`config.mk`:
```
export PLATFORM = sky130hd
export DESIGN_NAME = tick_scheduler_flat
export DESIGN_NICKNAME = d
export VERILOG_FILES = /design/src/rtl/tick_pkg.sv /design/src/rtl/tick_scheduler_if.sv /design/src/rtl/tick_channel.sv /design/src/rtl/tick_scheduler.sv /design/src/flat_wrapper.sv
export SDC_FILE = /design/constraint.sdc
export NUM_CORES = 2
export LEC_CHECK = 0
export ABC_AREA = 0
export BUFFER_PORTS_ARGS = -buffer_cell sky130_fd_sc_hd__buf_2
export CAP_MARGIN = 20
export CORE_ASPECT_RATIO = 0.8
export CORE_MARGIN = 2
export CORE_UTILIZATION = 65
export DETAILED_ROUTE_END_ITERATION = 12
export PLACE_DENSITY = 0.82
export SLEW_MARGIN = 0
export SYNTH_ARGS = -nofsm -noshare
export SYNTH_HDL_FRONTEND = slang
export SYNTH_HIERARCHICAL = 1
export SYNTH_SLANG_ARGS = --single-unit
```
`constraint.sdc`:
```
create_clock -name clk_in -period 22.1 [get_ports clk_in]
set_input_delay 0 -clock clk_in [delete_from_list [all_inputs] [get_ports clk_in]]
set_output_delay 0 -clock clk_in [all_outputs]
set_load 0.02 [all_outputs]
```
`src/rtl/tick_pkg.sv`:
```
// Shared definitions for the tick scheduler: command opcodes and the
// command-FSM state encoding.
package tick_pkg;

  typedef enum logic [1:0] {
    OP_SETP    = 2'b00,
    OP_START   = 2'b01,
    OP_STOP    = 2'b10,
    OP_RESTART = 2'b11
  } tick_op_e;

  typedef enum logic {
    ST_IDLE  = 1'b0,
    ST_APPLY = 1'b1
  } cmd_state_e;

endpackage

```
`src/rtl/tick_scheduler_if.sv`:
```
// Configuration command bus of the tick scheduler.
//   cfg_valid  : command present (master -> slave)
//   cfg_ready  : slave can accept a command this cycle
//   cfg_op     : opcode (tick_pkg::tick_op_e encoding)
//   cfg_ch     : target channel
//   cfg_period : new period in clock cycles, SETP only
//   cfg_err    : one-cycle pulse, command rejected
interface tick_scheduler_if #(
  parameter int NCH   = 4,
  parameter int WIDTH = 32
);
  localparam int CW = $clog2(NCH);

  logic             cfg_valid;
  logic             cfg_ready;
  logic [1:0]       cfg_op;
  logic [CW-1:0]    cfg_ch;
  logic [WIDTH-1:0] cfg_period;
  logic             cfg_err;

  modport master (
    output cfg_valid, cfg_op, cfg_ch, cfg_period,
    input  cfg_ready, cfg_err
  );

  modport slave (
    input  cfg_valid, cfg_op, cfg_ch, cfg_period,
    output cfg_ready, cfg_err
  );
endinterface

```
`src/rtl/tick_channel.sv`:
```
// One tick channel: free-running counter with active and pending period,
// producing a one-cycle tick at cnt==period-1 and a ~50% square wave.
//   clk_in, rst_ : clock, asynchronous active-low reset
//   cmd_en       : a validated command targets this channel this cycle
//   cmd_op       : opcode of that command
//   cmd_period   : period operand (SETP)
//   tick, sq     : registered tick pulse and square wave
//   running      : channel active
module tick_channel
  import tick_pkg::*;
#(
  parameter int          WIDTH      = 32,
  parameter int unsigned RST_PERIOD = 50000000
) (
  input  logic             clk_in,
  input  logic             rst_,
  input  logic             cmd_en,
  input  tick_op_e         cmd_op,
  input  logic [WIDTH-1:0] cmd_period,
  output logic             tick,
  output logic             sq,
  output logic             running
);

  localparam logic [WIDTH-1:0] ONE = WIDTH'(1);

  logic [WIDTH-1:0] cnt, cnt_n;
  logic [WIDTH-1:0] period, period_n;
  logic [WIDTH-1:0] pending, pending_n;
  logic             run_n, tick_n, sq_n;

  always_comb begin
    run_n     = running;
    cnt_n     = cnt;
    period_n  = period;
    pending_n = pending;

    if (running) begin
      if (cnt > period - ONE) begin
        cnt_n = '0;
      end else if (cnt == period - ONE) begin
        cnt_n    = '0;
        period_n = pending;
      end else begin
        cnt_n = cnt + ONE;
      end
    end

    if (cmd_en) begin
      case (cmd_op)
        OP_SETP: begin
          pending_n = cmd_period;
          if (!running) period_n = cmd_period;
        end
        OP_START: begin
          if (!running) begin
            run_n = 1'b1;
            cnt_n = '0;
          end
        end
        OP_STOP: begin
          run_n = 1'b0;
          cnt_n = '0;
        end
        OP_RESTART: begin
          period_n = pending;
          run_n    = 1'b1;
          cnt_n    = '0;
        end
      endcase
    end

    // tick and sq are decoded from the next state and registered, so they
    // line up with the counter value they describe. The level compare
    // against period/2 toggles sq exactly at cnt==period/2 and at the wrap.
    tick_n = run_n && (cnt_n == period_n - ONE);
    sq_n   = run_n && (period_n != ONE) && (cnt_n >= (period_n >> 1));
  end

  always_ff @(posedge clk_in or negedge rst_) begin
    if (!rst_) begin
      cnt     <= '0;
      period  <= WIDTH'(RST_PERIOD);
      pending <= WIDTH'(RST_PERIOD);
      running <= 1'b0;
      tick    <= 1'b0;
      sq      <= 1'b0;
    end else begin
      cnt     <= cnt_n;
      period  <= period_n;
      pending <= pending_n;
      running <= run_n;
      tick    <= tick_n;
      sq      <= sq_n;
    end
  end

endmodule

```
`src/rtl/tick_scheduler.sv`:
```
// Multi-channel tick scheduler. A two-state command FSM accepts at most one
// command every two cycles from the cfg bus, validates it and hands it to
// the addressed tick_channel instance.
//   clk_in, rst_ : clock, asynchronous active-low reset
//   cfg          : command bus (slave side)
//   tick         : per-channel one-cycle tick pulses
//   sq           : per-channel square waves
//   running      : per-channel active flags
module tick_scheduler
  import tick_pkg::*;
#(
  parameter int          NCH        = 4,
  parameter int          WIDTH      = 32,
  parameter int unsigned RST_PERIOD = 50000000
) (
  input  logic              clk_in,
  input  logic              rst_,
  tick_scheduler_if.slave   cfg,
  output logic [NCH-1:0]    tick,
  output logic [NCH-1:0]    sq,
  output logic [NCH-1:0]    running
);

  localparam int CW = $clog2(NCH);

  cmd_state_e       state, state_n;
  logic             ready_q, ready_n;
  logic             accept;
  logic             cmd_ok;
  logic             cmd_valid;
  logic             err;
  tick_op_e         op_q;
  logic [CW-1:0]    ch_q;
  logic [WIDTH-1:0] period_q;

  assign accept = cfg.cfg_valid && ready_q;
  assign cmd_ok = (int'(ch_q) < NCH) && !((op_q == OP_SETP) && (period_q == '0));

  always_ff @(posedge clk_in or negedge rst_) begin
    if (!rst_) begin
      state    <= ST_IDLE;
      ready_q  <= 1'b0;
      op_q     <= OP_SETP;
      ch_q     <= '0;
      period_q <= '0;
    end else begin
      state   <= state_n;
      ready_q <= ready_n;
      if (accept) begin
        op_q     <= tick_op_e'(cfg.cfg_op);
        ch_q     <= cfg.cfg_ch;
        period_q <= cfg.cfg_period;
      end
    end
  end

  always_comb begin
    state_n   = state;
    cmd_valid = 1'b0;
    err       = 1'b0;
    case (state)
      ST_IDLE: begin
        if (accept) state_n = ST_APPLY;
      end
      ST_APPLY: begin
        state_n = ST_IDLE;
        if (cmd_ok) cmd_valid = 1'b1;
        else        err       = 1'b1;
      end
    endcase
    // cfg_ready is registered so it stays low throughout reset and rises
    // on the first clock after release.
    ready_n = (state_n == ST_IDLE);
  end

  assign cfg.cfg_ready = ready_q;
  assign cfg.cfg_err   = err;

  for (genvar g = 0; g < NCH; g++) begin : g_ch
    tick_channel #(
      .WIDTH      (WIDTH),
      .RST_PERIOD (RST_PERIOD)
    ) u_ch (
      .clk_in     (clk_in),
      .rst_       (rst_),
      .cmd_en     (cmd_valid && (ch_q == CW'(g))),
      .cmd_op     (op_q),
      .cmd_period (period_q),
      .tick       (tick[g]),
      .sq         (sq[g]),
      .running    (running[g])
    );
  end

endmodule

```
`src/flat_wrapper.sv`:
```
// flat-port wrapper written by rule: the top's interface ports become plain ports
module tick_scheduler_flat import tick_pkg::*;
#(
  parameter int          NCH        = 4,
  parameter int          WIDTH      = 32,
  parameter int unsigned RST_PERIOD = 50000000
)
  (clk_in, rst_, tick, sq, running, cfg_cfg_valid, cfg_cfg_op, cfg_cfg_ch, cfg_cfg_period, cfg_cfg_ready, cfg_cfg_err);
  tick_scheduler_if #(.NCH(NCH), .WIDTH(WIDTH)) cfg_i ();
  input  logic clk_in;
  input  logic rst_;
  output logic [NCH-1:0] tick;
  output logic [NCH-1:0] sq;
  output logic [NCH-1:0] running;
  input wire logic [$bits(cfg_i.cfg_valid)-1:0] cfg_cfg_valid;
  input wire logic [$bits(cfg_i.cfg_op)-1:0] cfg_cfg_op;
  input wire logic [$bits(cfg_i.cfg_ch)-1:0] cfg_cfg_ch;
  input wire logic [$bits(cfg_i.cfg_period)-1:0] cfg_cfg_period;
  output wire logic [$bits(cfg_i.cfg_ready)-1:0] cfg_cfg_ready;
  output wire logic [$bits(cfg_i.cfg_err)-1:0] cfg_cfg_err;
  assign cfg_i.cfg_valid = cfg_cfg_valid;
  assign cfg_i.cfg_op = cfg_cfg_op;
  assign cfg_i.cfg_ch = cfg_cfg_ch;
  assign cfg_i.cfg_period = cfg_cfg_period;
  assign cfg_cfg_ready = cfg_i.cfg_ready;
  assign cfg_cfg_err = cfg_i.cfg_err;
  tick_scheduler #(.NCH(NCH), .WIDTH(WIDTH), .RST_PERIOD(RST_PERIOD)) u_core (.clk_in(clk_in), .rst_(rst_), .cfg(cfg_i), .tick(tick), .sq(sq), .running(running));
endmodule
```
-- After elaboration in Yosys (flattened, before gate mapping)
Index checks and enable logic that the tools add are counted.
- $add $sub $neg: 12
- magnitude comparators: 8
- equal/unequal tests: 18
- bitwise operators: 2
- multiplexer cells: 62
- reductions and logical operators: 27
- operator list (operator ; number):
    32-bit 2-to-1 mux ; 40
    32-bit one-hot mux with 2 select lines ; 8
    32-bit == test ; 8
    32-bit by 1-bit subtractor with 32-bit output (second input constant) ; 8
    32-bit by 1-bit adder with 32-bit output (second input constant) ; 4
    32-bit by 31-bit greater-or-equal comparator with 1-bit output ; 4
    32-bit greater-than comparator ; 4
    32-bit by 1-bit inequality test with 1-bit output (second input constant) ; 4
    32-bit zero test ; 1
    1-bit logical AND ; 18
    1-bit one-hot mux with 2 select lines ; 5
    1-bit 2-to-1 mux ; 9
    2-bit == test (second input constant) ; 4
    2-bit AND reduction ; 4
    2-bit by 1-bit == test with 1-bit output (second input constant) ; 2
    2-bit zero test ; 2
    2-bit OR reduction ; 2
    1-bit NOT ; 2
- input port bits: 39
- register bits after elaboration: 434
- output and inout bits: 14
- logic and storage cells: 158

-- Longest topological paths before layout
- depth after elaboration: 11
- gate-level depth with buffers: 36

-- By module
Netlist, hierarchy kept.
- by module, submodules not included (module ; cells an instance ; times used ; area an instance (um^2) ; seq. area each (um^2)):
    tick_channel at u_core.g_ch[1].u_ch ... ; 1084 ; 2 ; 9095.0 ; 2507.4
    tick_channel at u_core.g_ch[3].u_ch ; 1046 ; 1 ; 8913.5 ; 2507.4
    tick_channel at u_core.g_ch[0].u_ch ; 1033 ; 1 ; 8834.7 ; 2507.4
    tick_scheduler ; 101 ; 1 ; 1532.7 ; 950.9

-- Worst setup path before layout
Ideal clock, no wire load.
- path kind: reg-to-reg
- start: reg u_core.g_ch[3].u_ch.period[4]
- end: reg u_core.g_ch[3].u_ch.sq
- required time: 21967 ps
- stages on the path, launching flop included: 34
- data arrival time: 7123 ps
- path buffers: 3
- period minus slack after synthesis: 7256 ps
- library setup time: 133 ps
- slack: 14844 ps
- cell sequence: dfrtp_1 > clkbuf_1 > or4_1 > nor4_1 > nand2_1 > or3_1 > inv_1 > nand2_1 > or4_1 > nor3_1 > xnor2_1 > ha_1 > a21o_1 > a21o_1 > a221o_1 > or4_1 > clkbuf_1 > nand2b_1 > clkbuf_1 > o21ai_0 > inv_1 > ha_1 > nand2b_1 > a21o_1 > a21o_1 > a21o_1 > a21o_1 > a21o_1 > a211oi_1 > o31ai_1 > a221oi_1 > o311ai_0 > nand2_1 > a21oi_1
- RTL lines (what ; line ; source):
    from (decl) ; tick_channel.sv:28 ; logic [WIDTH-1:0] period, period_n;
    from (signal assigned) ; tick_channel.sv:83 ; period <= WIDTH'(RST_PERIOD);
    from (signal assigned) ; tick_channel.sv:90 ; period <= period_n;
    32-bit by 1-bit subtractor with 32-bit output (*) ; tick_channel.sv:39, tick_channel.sv:41 ;
    parallel branches: the longest is 2 deep, another holds 32-bit greater-than comparator ; -- ;
    32-bit 2-to-1 mux (*) ; tick_channel.sv:39 ; if (cnt > period - ONE) begin
    32-bit 2-to-1 mux (*) ; tick_channel.sv:38 ; if (running) begin
    32-bit 2-to-1 mux ; tick_channel.sv:56 ; if (!running) begin
    32-bit one-hot mux with 2 select lines ; tick_channel.sv:50 ; case (cmd_op)
    32-bit 2-to-1 mux (*) ; tick_channel.sv:49 ; if (cmd_en) begin
    via u_core.g_ch[3].u_ch.cnt_n[0] ; tick_channel.sv:27 ; logic [WIDTH-1:0] cnt, cnt_n;
    32-bit by 31-bit greater-or-equal comparator with 1-bit output (*) ; tick_channel.sv:77 ; sq_n = run_n && (period_n != ONE) && (cnt_n >= (period_n >> 1));
    1-bit logical AND (*) ; tick_channel.sv:77 ;
    via u_core.g_ch[3].u_ch.sq_n ; tick_channel.sv:30 ; logic run_n, tick_n, sq_n;
    to (signal assigned) ; tick_channel.sv:94 ; sq <= sq_n;
    to (decl) ; tick_channel.sv:21 ; output logic sq,
Mark *: on every way through the listed nets, which the timed path passes.
A chain may end at the register's enable or synchronous reset.

-- Worst setup path after layout
- start: reg u_core.g_ch[2].u_ch.period[5]
- end: reg u_core.g_ch[2].u_ch.tick
- word-level cells in the longest chain between the ends: 11
- ends and longest elaborated chain (what ; line ; source):
    from (decl) ; tick_channel.sv:28 ;
    from (signal assigned) ; tick_channel.sv:83 ;
    from (signal assigned) ; tick_channel.sv:90 ;
    parallel branches: the longest is 9 deep, another holds 32-bit by 1-bit subtractor with 32-bit output ; -- ;
    32-bit == test (*) ; tick_channel.sv:76 ; tick_n = run_n && (cnt_n == period_n - ONE);
    1-bit logical AND (*) ; tick_channel.sv:76 ;
    via u_core.g_ch[2].u_ch.tick_n ; tick_channel.sv:30 ;
    to (signal assigned) ; tick_channel.sv:93 ; tick <= tick_n;
    to (decl) ; tick_channel.sv:20 ; output logic tick,
Marked as above.

==> out/results.env <==
IO-PIN-COUNT=53
POST_SYNTH_MUX_AREA_SHARE_PCT=6.975
INSTANCES_NO_FILL=5161
CRIT-REG2REG-LAUNCH='u_core/g_ch[2].u_ch/period[5]$_DFF_PN0_'
CPMAXSTAGEDELAYCELL='or4_1'
FINAL.PERIOD_UTILIZATION_PCT=38.58
ROUTABILITYCONGESTION=1.044
DPL.CELL_COUNT=5029
R2R_END='u_core/g_ch[2].u_ch/tick$_DFF_PN0_'
FINALCRITICALPERIOD_PS=8527
AREA_FRACTION_IN_AND_OR_NAND_AND_NOR_CELLS_AFTER_SYNTHESIS_PCT=22.31
MULTI_INPUT_LOGIC_AREA_UM2=24880
YOSYS.CELL_COUNT.TOP_TYPE='nand2_1'
FIN_WORST_SKEW_PS=35.97
RUN_STATUS='finished with violations'
GRT_FIRST_PASS_WIRELENGTH_MM=199.2
WORSTSETUPSTARTPOINTTYPE='flop'
CELLPOWERDENSITY_nW_PER_UM2=149.9
GRT_START_MAX_NET_PINS=149
SYN-NUM-NETS=4667
HPWL_MM=95.39
STATIC_LEAKAGE_nW=17.19
YOSYSSEQAREASHARE_PCT=29.30
LAYOUT.FILLER_CELLS=4448
PLACE.PORT_BUFFERS=52
CLK_PIN_SLEW_PS=70
FIRST_GLOBAL_VIAS=33743
FINAL_CORE_UTILIZATION_PCT=71.47
CTS_SINKS=434
POSTSYNTH.ASYNCRESETSHARE_PCT=100.0
DRIVE_ABOVE_1_SHARE_PCT=14.07
AVGVIACOUNTPERCELL=7.170
GLOBALROUTETOTALUTIL_PCT=42.81
MIN_DELAY_PATH_CLASS='in -> async'
SLOWEST_DELAY_PS=760
YOSYS-TOP-CELLS-COUNT='nand2_1, dfrtp_1, nor2_1, ha_1, o21ai_0'
CP_DATA_REQUIRED_TIME_PS=22640
REGAREA_UM2=10980
SYNTH-WARNING-COUNT=6
PLACE_WS_PS=13830
MAXIMUM_FANOUT_ENCOUNTERED_ON_THE_CRITICAL_TIMING_PATH=24
SYNTH-EDFF-COUNT=0
REMAINING_ANTENNA_VIOLATION_COUNT_AFTER_ROUTING=0
SYNTH_TOP_FAMILY_BY_AREA='simple AND/OR/NAND/NOR gates'
GLOBALROUTEOVERFLOWTOTAL=0
COREAREA_UM2=56800
SETUP.WORST_PATH.END_CLASS='flop'
SYNTH_AREA_PER_CELL_UM2=8.618
MAX_FREQ_GHz=0.1173
INITIAL_UTILIZATION_PCT=65.97
CTS_BUFFER_COUNT=49
DIE_HEIGHT_UM=218.8
CTS_ROOT_BUFFER='clkbuf_16'
FINAL_HOLD_VIOL_COUNT=19
MAX_SLEW_MARGIN_PCT=17.81
VIOLATIONS_IN_THE_FINAL_REPORTS='hold timing'
POSTROUTEWIRELENGTH_MM=129.7
CTS_TREE='yes'
WORST_PATH_MOST_REPEATED_CELL='nand2_1'
DESIGN.DIE.AREA_UM2=59600
CRITICAL_PATH.STARTPOINT='u_core/g_ch[2].u_ch/period[5]$_DFF_PN0_'
SYNTH_FF_TYPE='dfrtp_1'
UNREPAIRED_SETUP_ENDPOINTS_AFTER_GLOBAL_ROUTING='no'
SYNTH_ADDER_AREA_SHARE_PCT=9.350
POST_SYNTH_INSTANCE_AREA_UM2=37470
CAP_VIOL_MAX_COUNT=0
CRIT_ARRIVAL_PS=9070
RRSETUPSLACK_PS=13570
SYNTH.LIB_CELLS_USED.DISTINCT=112
ROUTE.DETAILED.WL_PER_INST_UM=25.14
DRC=0
FIN_HOLD_WS_PS=-8.185
SYNTH_CELLS=4348
SYNTH.TOP_CELL.AREA_SHARE_PCT=22.57
LARGEST_VDD_SUPPLY_DROP_mV=0.1330
LAYOUT-AREA-OVERHEAD-VS-SYNTH_PCT=8.341
TIMING.FINAL.SETUP_VIOLATIONS=0
SYNTH.FF_LATCH_COUNT=434
DIE-WIDTH_UM=272.4
SYNTH_XOR_AREA_SHARE_PCT=6.304
FIRST_ITER_VIOLATIONS=5848
POST-ROUTE-WORST-SETUP-SLACK_PS=13570
NETS=4679
SLEW_VIOL_FINAL=0
CTS_REPAIR_RESIZE_COUNT=0
CLK-INSERTION-DELAY-LATE_PS=650
HTREE_LEVELS=2
VIAS=37004
TIMING_WORST_SETUP_PATH_TYPE='reg -> reg'
POST_ROUTE_SETUP_TNS_PS=0
MAX_SLEW.WORST_PIN.SLEW_PS=1233
SYNTH_LARGEST_AREA_CELL='dfrtp_1'
MAX_BUFFERS_ROOT_TO_SINK=3
SYNTH_TOP_AREA_CELLS='dfrtp_1, ha_1, dfstp_2'
SYNTH_COMPOUND_AREA_SHARE_PCT=21.44
DRT_FIRST_PASS_ITERS=9
GRT_ANTENNA_BEFORE_REPAIR=4
FP-ROW-COUNT=78
WORST-R2R-CELL-COUNT=28
==> what timing repair did <==
action,in CTS,in global routing
endpoints found under the hold margin,123,0
buffers inserted,0,0
hold buffers,37,0
==> worst max-delay path by stage <==
stage,endpoint,cells past startpoint
CTS,u_core/g_ch[2].u_ch/tick$_DFF_PN0_,28
detailed placement,u_core/g_ch[2].u_ch/tick$_DFF_PN0_,28
floorplan,u_core/g_ch[3].u_ch/sq$_DFF_PN0_,33
global placement,u_core/g_ch[2].u_ch/tick$_DFF_PN0_,28
global route,u_core/g_ch[2].u_ch/tick$_DFF_PN0_,28
finish,u_core/g_ch[2].u_ch/tick$_DFF_PN0_,28
==> per-layer routing <==
layer / GRT usage [%] / vias up / wire [um]
li1: - / 16402 / -
met1: 62.02 / 17550 / 52630
met2: 60.64 / 2668 / 52520
met3: 12.15 / 378 / 19380
met4: 15.09 / 6 / 5175
met5: 0 / - / 37
==> cell families after synthesis <==
group	Yosys count
AND/OR/NAND/NOR	1563
buffers and inverters	406
AO/OA/AOI/OAI	1161
flip-flops	434
XOR/XNOR	268
multiplexers	236
adder cells (fa/ha/maj)	280
==> through the flow <==
| stage | area (um^2) | hold WS (ps) | power [mW] |
|---|---|---|---|
| 2_1_floorplan | 37470 | -295.6 | 3.995 |
| 3_3_place_gp | 38400 | 63.21 | 4.903 |
| 3_5_place_dp | 38400 | 69.62 | 4.971 |
| 4_1_cts | 40580 | 8.334 | 5.953 |
| 5_1_grt | 40600 | 64.48 | 6.436 |
| 6_report | 40600 | -8.185 | 6.087 |
==> registers in the layout (all words and copies together) (netlist names) <==
| signal | flops |
|---|---|
| u_core/cfg.cfg_ready | 1 |
| u_core/g_ch.u_ch/period | 128 |
| u_core/period_q | 32 |
| u_core/ch_q | 2 |
| u_core/state | 1 |
| u_core/g_ch.u_ch/sq | 4 |
| u_core/g_ch.u_ch/pending | 128 |
| u_core/g_ch.u_ch/running | 4 |
| u_core/g_ch.u_ch/tick | 4 |
| u_core/op_q | 2 |
| u_core/g_ch.u_ch/cnt | 128 |
==> power breakdown <==
| part | switching, mW | internal (mW) |
|---|---|---|
| logic | 2.27 | 1.41 |
| clock network | 0.382 | 0.553 |
| registers | 0.384 | 1.10 |
| total | 3.03 | 3.05 |
==> critical path: cells and delay by family (launching register included) <==
kind | cells | cell delay (ps)
simple gates | 16 | 4620
compound gates | 7 | 1700
fa+ha+maj | 2 | 670
mux | 1 | 550
flops | 1 | 420
buf+inv | 1 | 330
xor+xnor | 1 | 100
==> cell type report <==
cell class,instances,share of cell area [%]
antenna,1,0.006164
clock inverter,29,1.128
sequential,434,27.05
timing repair buffer,165,2.990
tap,760,2.342
clock buffer,62,3.316
inverter,202,1.868
multi-input combinational,3508,61.30
==> cells in the final DEF, fill, tap and decap left out, types with 37 or more instances in the layout <==
| cell type | count |
|---|---|
| xnor2_1 | 224 |
| nand2b_1 | 41 |
| nor4_1 | 107 |
| nand4_1 | 112 |
| nor2b_1 | 38 |
| mux2i_1 | 44 |
| and3_1 | 48 |
| dfstp_2 | 96 |
| buf_4 | 71 |
| a21o_1 | 78 |
| a22o_1 | 51 |
| buf_2 | 54 |
| nand2_1 | 373 |
| or3_1 | 44 |
| nor2_1 | 281 |
| mux2_2 | 168 |
| clkbuf_16 | 50 |
| a31oi_1 | 70 |
| a21oi_1 | 217 |
| a22oi_1 | 85 |
| dfrtp_1 | 336 |
| xor2_1 | 42 |
| dlygate4sd3_1 | 37 |
| o31ai_1 | 39 |
| nor3_1 | 119 |
| ha_1 | 280 |
| inv_1 | 194 |
| o21ai_0 | 231 |
| nand3_1 | 192 |
(Power assumes the default switching activity.)
